--- src/rtl/vga_timing_gen.sv ---
// Parametrised raster timing generator: sync/blank, native and down-scaled coordinates, prefetch address.
// Optional vertical-blank interrupt enabled by defining VGA_TIMING_VBLANK_IRQ_EN.
module vga_timing_gen #(
   parameter int H_ACTIVE = 640,
   parameter int H_FP     = 16,
   parameter int H_SYNC   = 96,
   parameter int H_BP     = 48,
   parameter int V_ACTIVE = 480,
   parameter int V_FP     = 10,
   parameter int V_SYNC   = 2,
   parameter int V_BP     = 33,
   parameter bit H_POL    = 1'b0,
   parameter bit V_POL    = 1'b0,
   parameter int XSCALE   = 2,
   parameter int YSCALE   = 2,
   parameter int PREFETCH = 2,
   parameter int CW       = 11
) (
   input  logic          dclk,
   input  logic          Reset,
   input  logic          en,
   output logic          hs,
   output logic          vs,
   output logic          blank,
   output logic          sync,
   output logic [CW-1:0] DrawX,
   output logic [CW-1:0] DrawY,
   output logic [CW-1:0] SrcX,
   output logic [CW-1:0] SrcY,
   output logic          fetch_valid,
   output logic [CW-1:0] fetch_x,
   output logic [CW-1:0] fetch_y,
   output logic          line_start,
   output logic          frame_start,
   output logic [7:0]    frame_cnt,
   output logic          vblank_irq,
   input  logic          irq_ack
);

   localparam int H_TOTAL = H_ACTIVE + H_FP + H_SYNC + H_BP;
   localparam int V_TOTAL = V_ACTIVE + V_FP + V_SYNC + V_BP;

   localparam logic [CW-1:0] HT_M1  = CW'(H_TOTAL - 1);
   localparam logic [CW-1:0] VT_M1  = CW'(V_TOTAL - 1);
   localparam logic [CW-1:0] HA     = CW'(H_ACTIVE);
   localparam logic [CW-1:0] VA     = CW'(V_ACTIVE);
   localparam logic [CW-1:0] HS_BEG = CW'(H_ACTIVE + H_FP);
   localparam logic [CW-1:0] HS_END = CW'(H_ACTIVE + H_FP + H_SYNC);
   localparam logic [CW-1:0] VS_BEG = CW'(V_ACTIVE + V_FP);
   localparam logic [CW-1:0] VS_END = CW'(V_ACTIVE + V_FP + V_SYNC);
   localparam logic [CW-1:0] XS_M1  = CW'(XSCALE - 1);
   localparam logic [CW-1:0] YS_M1  = CW'(YSCALE - 1);

   generate
      if (XSCALE < 1 || (H_ACTIVE % XSCALE) != 0) begin : g_bad_xscale
         $error("vga_timing_gen: XSCALE must be >=1 and divide H_ACTIVE");
      end
      if (YSCALE < 1 || (V_ACTIVE % YSCALE) != 0) begin : g_bad_yscale
         $error("vga_timing_gen: YSCALE must be >=1 and divide V_ACTIVE");
      end
      if ((1 << CW) <= H_TOTAL || (1 << CW) <= V_TOTAL) begin : g_bad_cw
         $error("vga_timing_gen: CW too narrow for the raster totals");
      end
      if (PREFETCH < 0 || PREFETCH > H_FP) begin : g_bad_prefetch
         $error("vga_timing_gen: PREFETCH must be within 0..H_FP");
      end
   endgenerate

   // Raster position plus the replication subcounters that track its scaled coordinate.
   typedef struct packed {
      logic [CW-1:0] h;
      logic [CW-1:0] v;
      logic [CW-1:0] xs;
      logic [CW-1:0] xr;
      logic [CW-1:0] ys;
      logic [CW-1:0] yr;
   } pos_t;

   localparam pos_t FET_INIT = '{h: CW'(PREFETCH), v: '0,
                                 xs: CW'(PREFETCH / XSCALE), xr: CW'(PREFETCH % XSCALE),
                                 ys: '0, yr: '0};

   function automatic pos_t advance(input pos_t p);
      pos_t n;
      n = p;
      if (p.h == HT_M1) begin
         n.h  = '0;
         n.xs = '0;
         n.xr = '0;
         if (p.v == VT_M1) begin
            n.v  = '0;
            n.ys = '0;
            n.yr = '0;
         end else begin
            n.v = p.v + 1'b1;
            if (p.v < VA) begin
               if (p.yr == YS_M1) begin
                  n.yr = '0;
                  n.ys = p.ys + 1'b1;
               end else begin
                  n.yr = p.yr + 1'b1;
               end
            end
         end
      end else begin
         n.h = p.h + 1'b1;
         if (p.h < HA) begin
            if (p.xr == XS_M1) begin
               n.xr = '0;
               n.xs = p.xs + 1'b1;
            end else begin
               n.xr = p.xr + 1'b1;
            end
         end
      end
      return n;
   endfunction

   pos_t cur;
   pos_t fet;
   logic running;
   logic h_act, v_act, hs_on, vs_on, f_act, fv_act;

   assign h_act  = (cur.h < HA);
   assign v_act  = (cur.v < VA);
   assign hs_on  = (cur.h >= HS_BEG) && (cur.h < HS_END);
   assign vs_on  = (cur.v >= VS_BEG) && (cur.v < VS_END);
   assign fv_act = (fet.v < VA);
   assign f_act  = (fet.h < HA) && fv_act;

   // Strobes are recomputed every edge so they drop on en=0; everything else freezes.
   always_ff @(posedge dclk) begin
      if (Reset) begin
         cur         <= '0;
         fet         <= FET_INIT;
         running     <= 1'b0;
         hs          <= ~H_POL;
         vs          <= ~V_POL;
         sync        <= 1'b1;
         blank       <= 1'b0;
         DrawX       <= '0;
         DrawY       <= '0;
         SrcX        <= '0;
         SrcY        <= '0;
         fetch_valid <= 1'b0;
         fetch_x     <= '0;
         fetch_y     <= '0;
         line_start  <= 1'b0;
         frame_start <= 1'b0;
         frame_cnt   <= '0;
      end else begin
         line_start  <= en && (cur.h == '0);
         frame_start <= en && (cur.h == '0) && (cur.v == '0);
         if (en) begin
            cur         <= advance(cur);
            fet         <= advance(fet);
            running     <= 1'b1;
            hs          <= hs_on ? H_POL : ~H_POL;
            vs          <= vs_on ? V_POL : ~V_POL;
            sync        <= ~(hs_on || vs_on);
            blank       <= h_act && v_act;
            DrawX       <= cur.h;
            DrawY       <= cur.v;
            SrcX        <= (h_act && v_act) ? cur.xs : '0;
            SrcY        <= v_act ? cur.ys : '0;
            fetch_valid <= f_act;
            fetch_x     <= f_act ? fet.xs : '0;
            fetch_y     <= fv_act ? fet.ys : '0;
            if (running && (cur.h == '0) && (cur.v == '0)) begin
               frame_cnt <= frame_cnt + 1'b1;
            end
         end
      end
   end

`ifdef VGA_TIMING_VBLANK_IRQ_EN
   // Set has priority over acknowledge; acknowledge works regardless of en.
   always_ff @(posedge dclk) begin
      if (Reset) begin
         vblank_irq <= 1'b0;
      end else if (en && (cur.h == '0) && (cur.v == VA)) begin
         vblank_irq <= 1'b1;
      end else if (irq_ack) begin
         vblank_irq <= 1'b0;
      end
   end
`else
   logic unused_irq_ack;
   assign unused_irq_ack = irq_ack;
   assign vblank_irq     = 1'b0;
`endif

endmodule

--- config.mk ---
export PLATFORM = sky130hd
export DESIGN_NAME = vga_timing_gen
export DESIGN_NICKNAME = d
export VERILOG_FILES = /design/src/rtl/vga_timing_gen.sv
export SDC_FILE = /design/constraint.sdc
export NUM_CORES = 1
export LEC_CHECK = 0
export ABC_AREA = 1
export CORE_MARGIN = 1
export CORE_UTILIZATION = 50
export CTS_CLUSTER_DIAMETER = 30
export CTS_CLUSTER_SIZE = 8
export DETAILED_ROUTE_END_ITERATION = 7
export PLACE_DENSITY = 0.77
export SLEW_MARGIN = 40
export SYNTH_ARGS = -nofsm -noshare
export SYNTH_HDL_FRONTEND = slang
export SYNTH_SLANG_ARGS = --single-unit
export TNS_END_PERCENT = 1
--- constraint.sdc ---
create_clock -name dclk -period 2.9 [get_ports dclk]
set_input_delay 0.435 -clock dclk [delete_from_list [all_inputs] [get_ports dclk]]
set_output_delay 0.435 -clock dclk [all_outputs]
set_load 0.005 [all_outputs]
==> impl_metrics.env <==
export IMPL_clock_latency_ps=540
export IMPL_drt_pass1_iterations=6
export IMPL_syn_nets=1660
export IMPL_cts_setup_buffers=0
export IMPL_grt_max_degree=65
export IMPL_synth_top_flop_cell="dfxtp_1"
export IMPL_start_util_pct=51.2
export IMPL_cp_start_kind="register"
export IMPL_drive_gt1_share_pct=8.22
export IMPL_gp_congestion=0.930
export IMPL_core_um2=21200
export IMPL_report_final_slew_viol_count=0
export IMPL_synth_seq_cells=214
export IMPL_p_per_area_nw_per_um2=672
export IMPL_final_antenna_net_count=0
export IMPL_grt_setup_unrepaired="no"
export IMPL_ys_warn_count=0
export IMPL_die_h_um=149
export IMPL_critical_path_arrival_ps=2600
export IMPL_routed_wl_mm=27.5
export IMPL_cp_required_ps=3330
export IMPL_layout_nets=1753
export IMPL_clock_root_buffer="clkbuf_16"
export IMPL_worstPathCellList="ha_1, nand3_1, nor2_1, nand3_2, buf_4, nand2_2, nand2_2, nand2_1, nand2_1, and2_1"
export IMPL_cts_resized=0
export IMPL_yosysMostFrequentCell="nand2_1"
export IMPL_synth_avg_cell_area_um2=6.62
export IMPL_crit_family="simple AND/OR/NAND/NOR gates"
export IMPL_ir_drop_uv=484
export IMPL_synth_edf_count=0
export IMPL_syn_to_final_growth_pct=25.5
export IMPL_finalCritPeriodShare_pct=74.7
export IMPL_crit_slowest_cell="dfxtp_1"
export IMPL_cts_sinks=214
export IMPL_final_core_util_pct=64.3
export IMPL_tightest_slew_ps=850
export IMPL_rows=53
export IMPL_status="completed"
export IMPL_fin_skew_ps=23.4
export IMPL_grt_usage_pct=24.8
export IMPL_critPathKind="register to register"
export IMPL_grt_ovfl_total=0
export IMPL_cts_max_level=2
export IMPL_synthTopCellsByCount="nand2_1 (414), nor2_1 (241), dfxtp_1 (214)"
export IMPL_grt_pass1_vias=9910
export IMPL_end_kind="register"
export IMPL_antenna_cells=0
export IMPL_synth_area_leader_cell="dfxtp_1"
export IMPL_grt_pass1_wl_mm=45.7
export IMPL_synth_cells=1635
export IMPL_worstPathMaxFanout=23
export IMPL_dp_hpwl_mm=18.3
export IMPL_clk_pin_slew_ps=50
export IMPL_numCtsBuffers=49
export IMPL_syn_cell_area_um2=10800
export IMPL_via_per_inst=5.33
export IMPL_max_slew_margin_rel_pct=43.1
export IMPL_maxCapViolations=0
export IMPL_setup_violations_final=0
export IMPL_synth_top_area_share_pct=39.6
export IMPL_drt_iter0_drc=919
export IMPL_cp_slowest_stage_delay_ps=370
export IMPL_yosys_top_cells_area="dfxtp_1 (40%), nand2_1 (14%), nor2_1 (8.4%)"
export IMPL_fin_tns_setup_ps=0
export IMPL_wire_per_inst_um=13.5
export IMPL_vias=10865
export IMPL_power_total_mw=9.14
export IMPL_p_leak_nw=5.28
export IMPL_hold_path_class="input port to register"
export IMPL_async_flop_share_pct=0
export IMPL_cp_num_buf_inv=1
export IMPL_yosysSeqAreaShare_pct=39.6
export IMPL_holdBufCountCts=0
export IMPL_fp_dieArea_um2=22300
export IMPL_drt_drc_violations_left=0
export IMPL_min_period_ps=2170
export IMPL_antenna_found_initial=0
export IMPL_io_pins=86
export IMPL_die_w_um=149
export IMPL_clockBufferDepth=3
export IMPL_io_buffers=83
export IMPL_cts_tree="done"
export IMPL_clock_fmax_mhz=462
export IMPL_ys_types=43
export IMPL_hold_viol_final=0
[per-layer routing]
metal | vias up | part of all wire (%) | global-route usage, %
met5 | - | 0 | 0
met4 | 0 | 3.0 | 10.3
met3 | 76 | 4.7 | 3.82
met2 | 284 | 48 | 42.1
met1 | 4984 | 44 | 31.3
li1 | 5521 | - | -
[power breakdown]
group / internal [mW] / switching, mW / total, mW
logic: 0.134 / 0.215 / 0.349
registers: 3.01 / 0.0416 / 3.05
clock network: 4.02 / 1.72 / 5.74
[metrics by stage]
stage / cells / instance area, um^2 / setup slack (ps) / hold slack (ps)
5_1_grt: 2040 / 13600 / 546 / 287
4_1_cts: 2040 / 13600 / 728 / 284
2_1_floorplan: 1635 / 10800 / 1300 / 452
3_3_place_gp: 1952 / 11800 / 786 / 451
6_report: 2040 / 13600 / 734 / 292
3_5_place_dp: 1952 / 11800 / 743 / 457
[placed cells by master, fill, tap and decap left out, types with 8 or more instances in the layout]
cell type	instances
clkinv_4	8
inv_1	157
clkbuf_16	50
nand2_2	15
buf_4	13
xor2_1	20
nand2_1	414
nor3_1	36
bufinv_16	8
dfxtp_1	214
inv_2	8
o21ai_0	70
a21oi_1	156
nand3_1	134
nor2_1	240
ha_1	21
clkdlybuf4s50_1	81
nand4_1	38
[registers in the layout (all words and copies together) (netlist names), 8 cells and up]
signal,cells
fetch_x,11
SrcX,11
DrawX,11
DrawY,11
cur,66
fet,66
frame_cnt,8
fetch_y,11
SrcY,11
[cell families after synthesis]
kind of cell | Yosys count | share of synthesized area, %
adder cells (fa/ha/maj) | 21 | 2.43
flip-flops | 214 | 39.6
AO/OA/AOI/OAI | 242 | 11.5
buffers and inverters | 220 | 8.08
other | 1 | 0.0346
AND/OR/NAND/NOR | 913 | 36.4
XOR/XNOR | 24 | 1.94
[worst paths after layout]
check / cells after the start / end / from / slack, ps
setup / recovery: 10 / fet[35]$_SDFFE_PP0P_ / fet[55]$_SDFFE_PP0P_ / 730
hold / removal: 2 / fet[32]$_SDFFE_PP0P_ / Reset / 290
hold reg to reg: 2 / fetch_x[5]$_SDFFE_PP0P_ / fetch_x[5]$_SDFFE_PP0P_ / 460
setup reg to reg: 10 / fet[35]$_SDFFE_PP0P_ / fet[55]$_SDFFE_PP0P_ / 730
[area by class of cell]
class                           count  area [um^2]
Fill cell                        1816         7560
Multi-Input combinational cell   1201         5670
Sequential cell                   214         4280
Clock buffer                       60         1360
Timing Repair Buffer               94          908
Inverter                          168          631
Clock inverter                     28          392
Tap cell                          275          344
(Power assumes the default switching activity.)
==> RTL change: new RTL, same flow settings <==
Put one more register stage on the output `frame_cnt`, cleared by the reset. The value now appears one clock later. The other outputs are not delayed to match.
--- a/src/rtl/vga_timing_gen.sv
+++ b/src/rtl/vga_timing_gen.sv
@@ -52,4 +52,6 @@
    localparam logic [CW-1:0] YS_M1  = CW'(YSCALE - 1);
 
+   logic [7:0] frame_cnt_s0;
+
    generate
       if (XSCALE < 1 || (H_ACTIVE % XSCALE) != 0) begin : g_bad_xscale
@@ -148,5 +150,5 @@
          line_start  <= 1'b0;
          frame_start <= 1'b0;
-         frame_cnt   <= '0;
+         frame_cnt_s0 <= '0;
       end else begin
          line_start  <= en && (cur.h == '0);
@@ -168,5 +170,5 @@
             fetch_y     <= fv_act ? fet.ys : '0;
             if (running && (cur.h == '0) && (cur.v == '0)) begin
-               frame_cnt <= frame_cnt + 1'b1;
+               frame_cnt_s0 <= frame_cnt_s0 + 1'b1;
             end
          end
@@ -191,4 +193,12 @@
 `endif
 
+   always_ff @(posedge dclk) begin
+      if (Reset) begin
+         frame_cnt <= '0;
+      end else begin
+         frame_cnt <= frame_cnt_s0;
+      end
+   end
+
 endmodule
 
Check against the original RTL: no difference found for any inputs over 4 cycles, from zero or initial values and one cycle with Reset high; that may be too few to reach the edited logic, so the function may still have changed.
==> RTL change against the original RTL <==
Sequential share of layout area increased by 1.9 points; worst setup slack worse by 0.14 ns; sequential cell count grew 8; wire length shrank 2.7%; area after synthesis increased by 0.52%; total power fell by 10%; fmax is 5.9% lower; design area fell by 2.1%.
==> RTL change: results (changes against the original RTL) <==
- Final worst clock skew: 0.0180 ns (was 0.0234 ns)
- Post-Synthesis Cell Area: 10900 µm² (was 10800 µm²)
- Combinational group power: 0.323 mW (was 0.349 mW)
- Worst r2r dst: cur[20]$_SDFFE_PP0P_ (was fet[35]$_SDFFE_PP0P_)
- TritonRoute pass-1 iters: 6 (unchanged)
- Synthesized netlist cell count: 1636 (was 1635)
- Clk_lat worst skew: approximately 0.53 ns
- GRT Resource Usage Total: 24.1% (was 24.8%)
- Inst Count DP: 1947 (was 1952)
- Worst EP arrival: 2.72 ns (was 2.60 ns)
- Slowest cell on the critical path: nor2_2 (was dfxtp_1)
- Final Cycle Share: 79.3% (was 74.7%)
- Hold Path Class: in2reg (unchanged)
- CP Max Fanout: 15 (was 23)
- Gpl congestion: 0.914 (was 0.930)
- Initial antenna violation count: 0 (unchanged)
- Wire per inst: 13.2 µm (was 13.5 µm)
- Async S/R FF share, synth: 0% (unchanged)
- Hold path start: en (was Reset)
- Synth area leaders: dfxtp_1 (41%), nand2_1 (15%), nor2_1 (8.4%) (was dfxtp_1 (40%), nand2_1 (14%), nor2_1 (8.4%))
- Vias per cell: 5.25 (was 5.33)
- LEAKAGE: 5.22 nW (was 5.28 nW)
- Register area share after synthesis: 40.8% (was 39.6%)
- Synth Warn #: 0 (unchanged)
- Hold slack: 0.316 ns (was 0.292 ns)
- Max IR drop VDD: 566 µV (was 484 µV)
- Port Buffers: 83 (unchanged)
- DRT iter0 DRCs: 715 (was 919)
- Dpl cell area: 11900 µm² (was 11800 µm²)
- Largest net degree at the start of global routing: 107 (was 65)
- Worst slack, placed: 0.345 ns (was 0.743 ns)
- Root Buffer: clkbuf_16 (unchanged)
- Vias in the first global route: 9886 (was 9910)
- H-tree depth reported by CTS: 2 (unchanged)
- Status: finished, final reports clean (unchanged)
- Slowest cell delay on critical path: 0.44 ns (was 0.37 ns)
- Most frequent cells after synthesis: nand2_1 (421), nor2_1 (245), dfxtp_1 (222), inv_1 (163), a21oi_1 (151) (was nand2_1 (414), nor2_1 (241), dfxtp_1 (214), inv_1 (158), a21oi_1 (156))
- Total CTS buffers: 45 (was 49)
- Post-synth cell types: 42 (was 43)
- Tot Pwr: 8.20 mW (was 9.14 mW)
- Post-synth top area share: 40.8% (was 39.6%)
- Worst Hold End: DrawX[3]$_SDFFE_PP0P_ (was fet[32]$_SDFFE_PP0P_)
- Sequential power: 3.14 mW (was 3.05 mW)
- Max-slew headroom: 48.6% (was 43.1%)
- # diodes: 0 (unchanged)
- R2r setup slk: 0.60 ns (was 0.73 ns)
- Clock transition at path regs: 0.05 ns (about the same)
- Share of cells above drive strength 1: 6.17% (was 8.22%)
- Syn Nets: 1661 (was 1660)
- Fin cells: 2025 (was 2040)
- WHS Path Cells: 3 (was 2)
- First-pass GRT wire length: 44800 µm (was 45700 µm)
- Hpwl dp: 17800 µm (was 18300 µm)
- Internal: 6.33 mW (was 7.16 mW)
- Crit Path Category: reg2reg (unchanged)
- Postcts setup bufs: 0 (unchanged)
- FF-to-FF Start: cur[50]$_SDFFE_PP0P_ (was fet[55]$_SDFFE_PP0P_)
RTL change: cell types whose count changed after synthesis, sizes merged, moves of 6 or more:
cell / change
nor3: -8
a21oi: -6
xnor2: +8
dfxtp: +8
RTL change: logic make-up (layout without fill, tap and decap cells):
kind of cell	count (synthesis)	in the layout	synth area share (%)
xor gates and xnor gates	27	27	2.17
other	1	1	0.0344
buffers and inverters	221	335	7.98
adders and majority gates	21	21	2.41
AOI/OAI and AO/OA	235	235	11.2
DFF	222	222	40.8
and+or+nand+nor	909	909	35.4
RTL change: area by class of cell:
type | count | area, µm²
Inverter | 167 | 627
Clock buffer | 55 | 1200
Sequential cell | 222 | 4440
Fill cell | 1867 | 7850
Tap cell | 275 | 344
Clock inverter | 23 | 206
Multi-Input combinational cell | 1193 | 5580
Timing Repair Buffer | 90 | 901
RTL change: critical path: cells and delay by family (launching register included):
kind / cells / cell delay, ns
buf+inv: 2 / 0.33
simple gates: 8 / 1.51
flops: 1 / 0.34
RTL change: how the worst max path moves through the flow:
stage	end	cells past startpoint
6_report	cur[20]$_SDFFE_PP0P_	10
5_1_grt	cur[20]$_SDFFE_PP0P_	10
4_1_cts	SrcX[2]$_SDFFE_PP0P_	7
3_5_place_dp	cur[20]$_SDFFE_PP0P_	10
3_3_place_gp	cur[12]$_SDFFE_PP0P_	10
2_1_floorplan	fet[12]$_SDFFE_PP0P_	8
RTL change: metal layers:
layer  part of all wire (%)  track usage (%)  up-vias  routed length (µm)
met5                      0                0        -                   0
met4                    1.5             6.99        0                 414
met3                    5.6             4.54       36                1500
met2                     48             42.8      279               12800
met1                     45             29.3     4853               12000
li1                       -                -     5466                   -
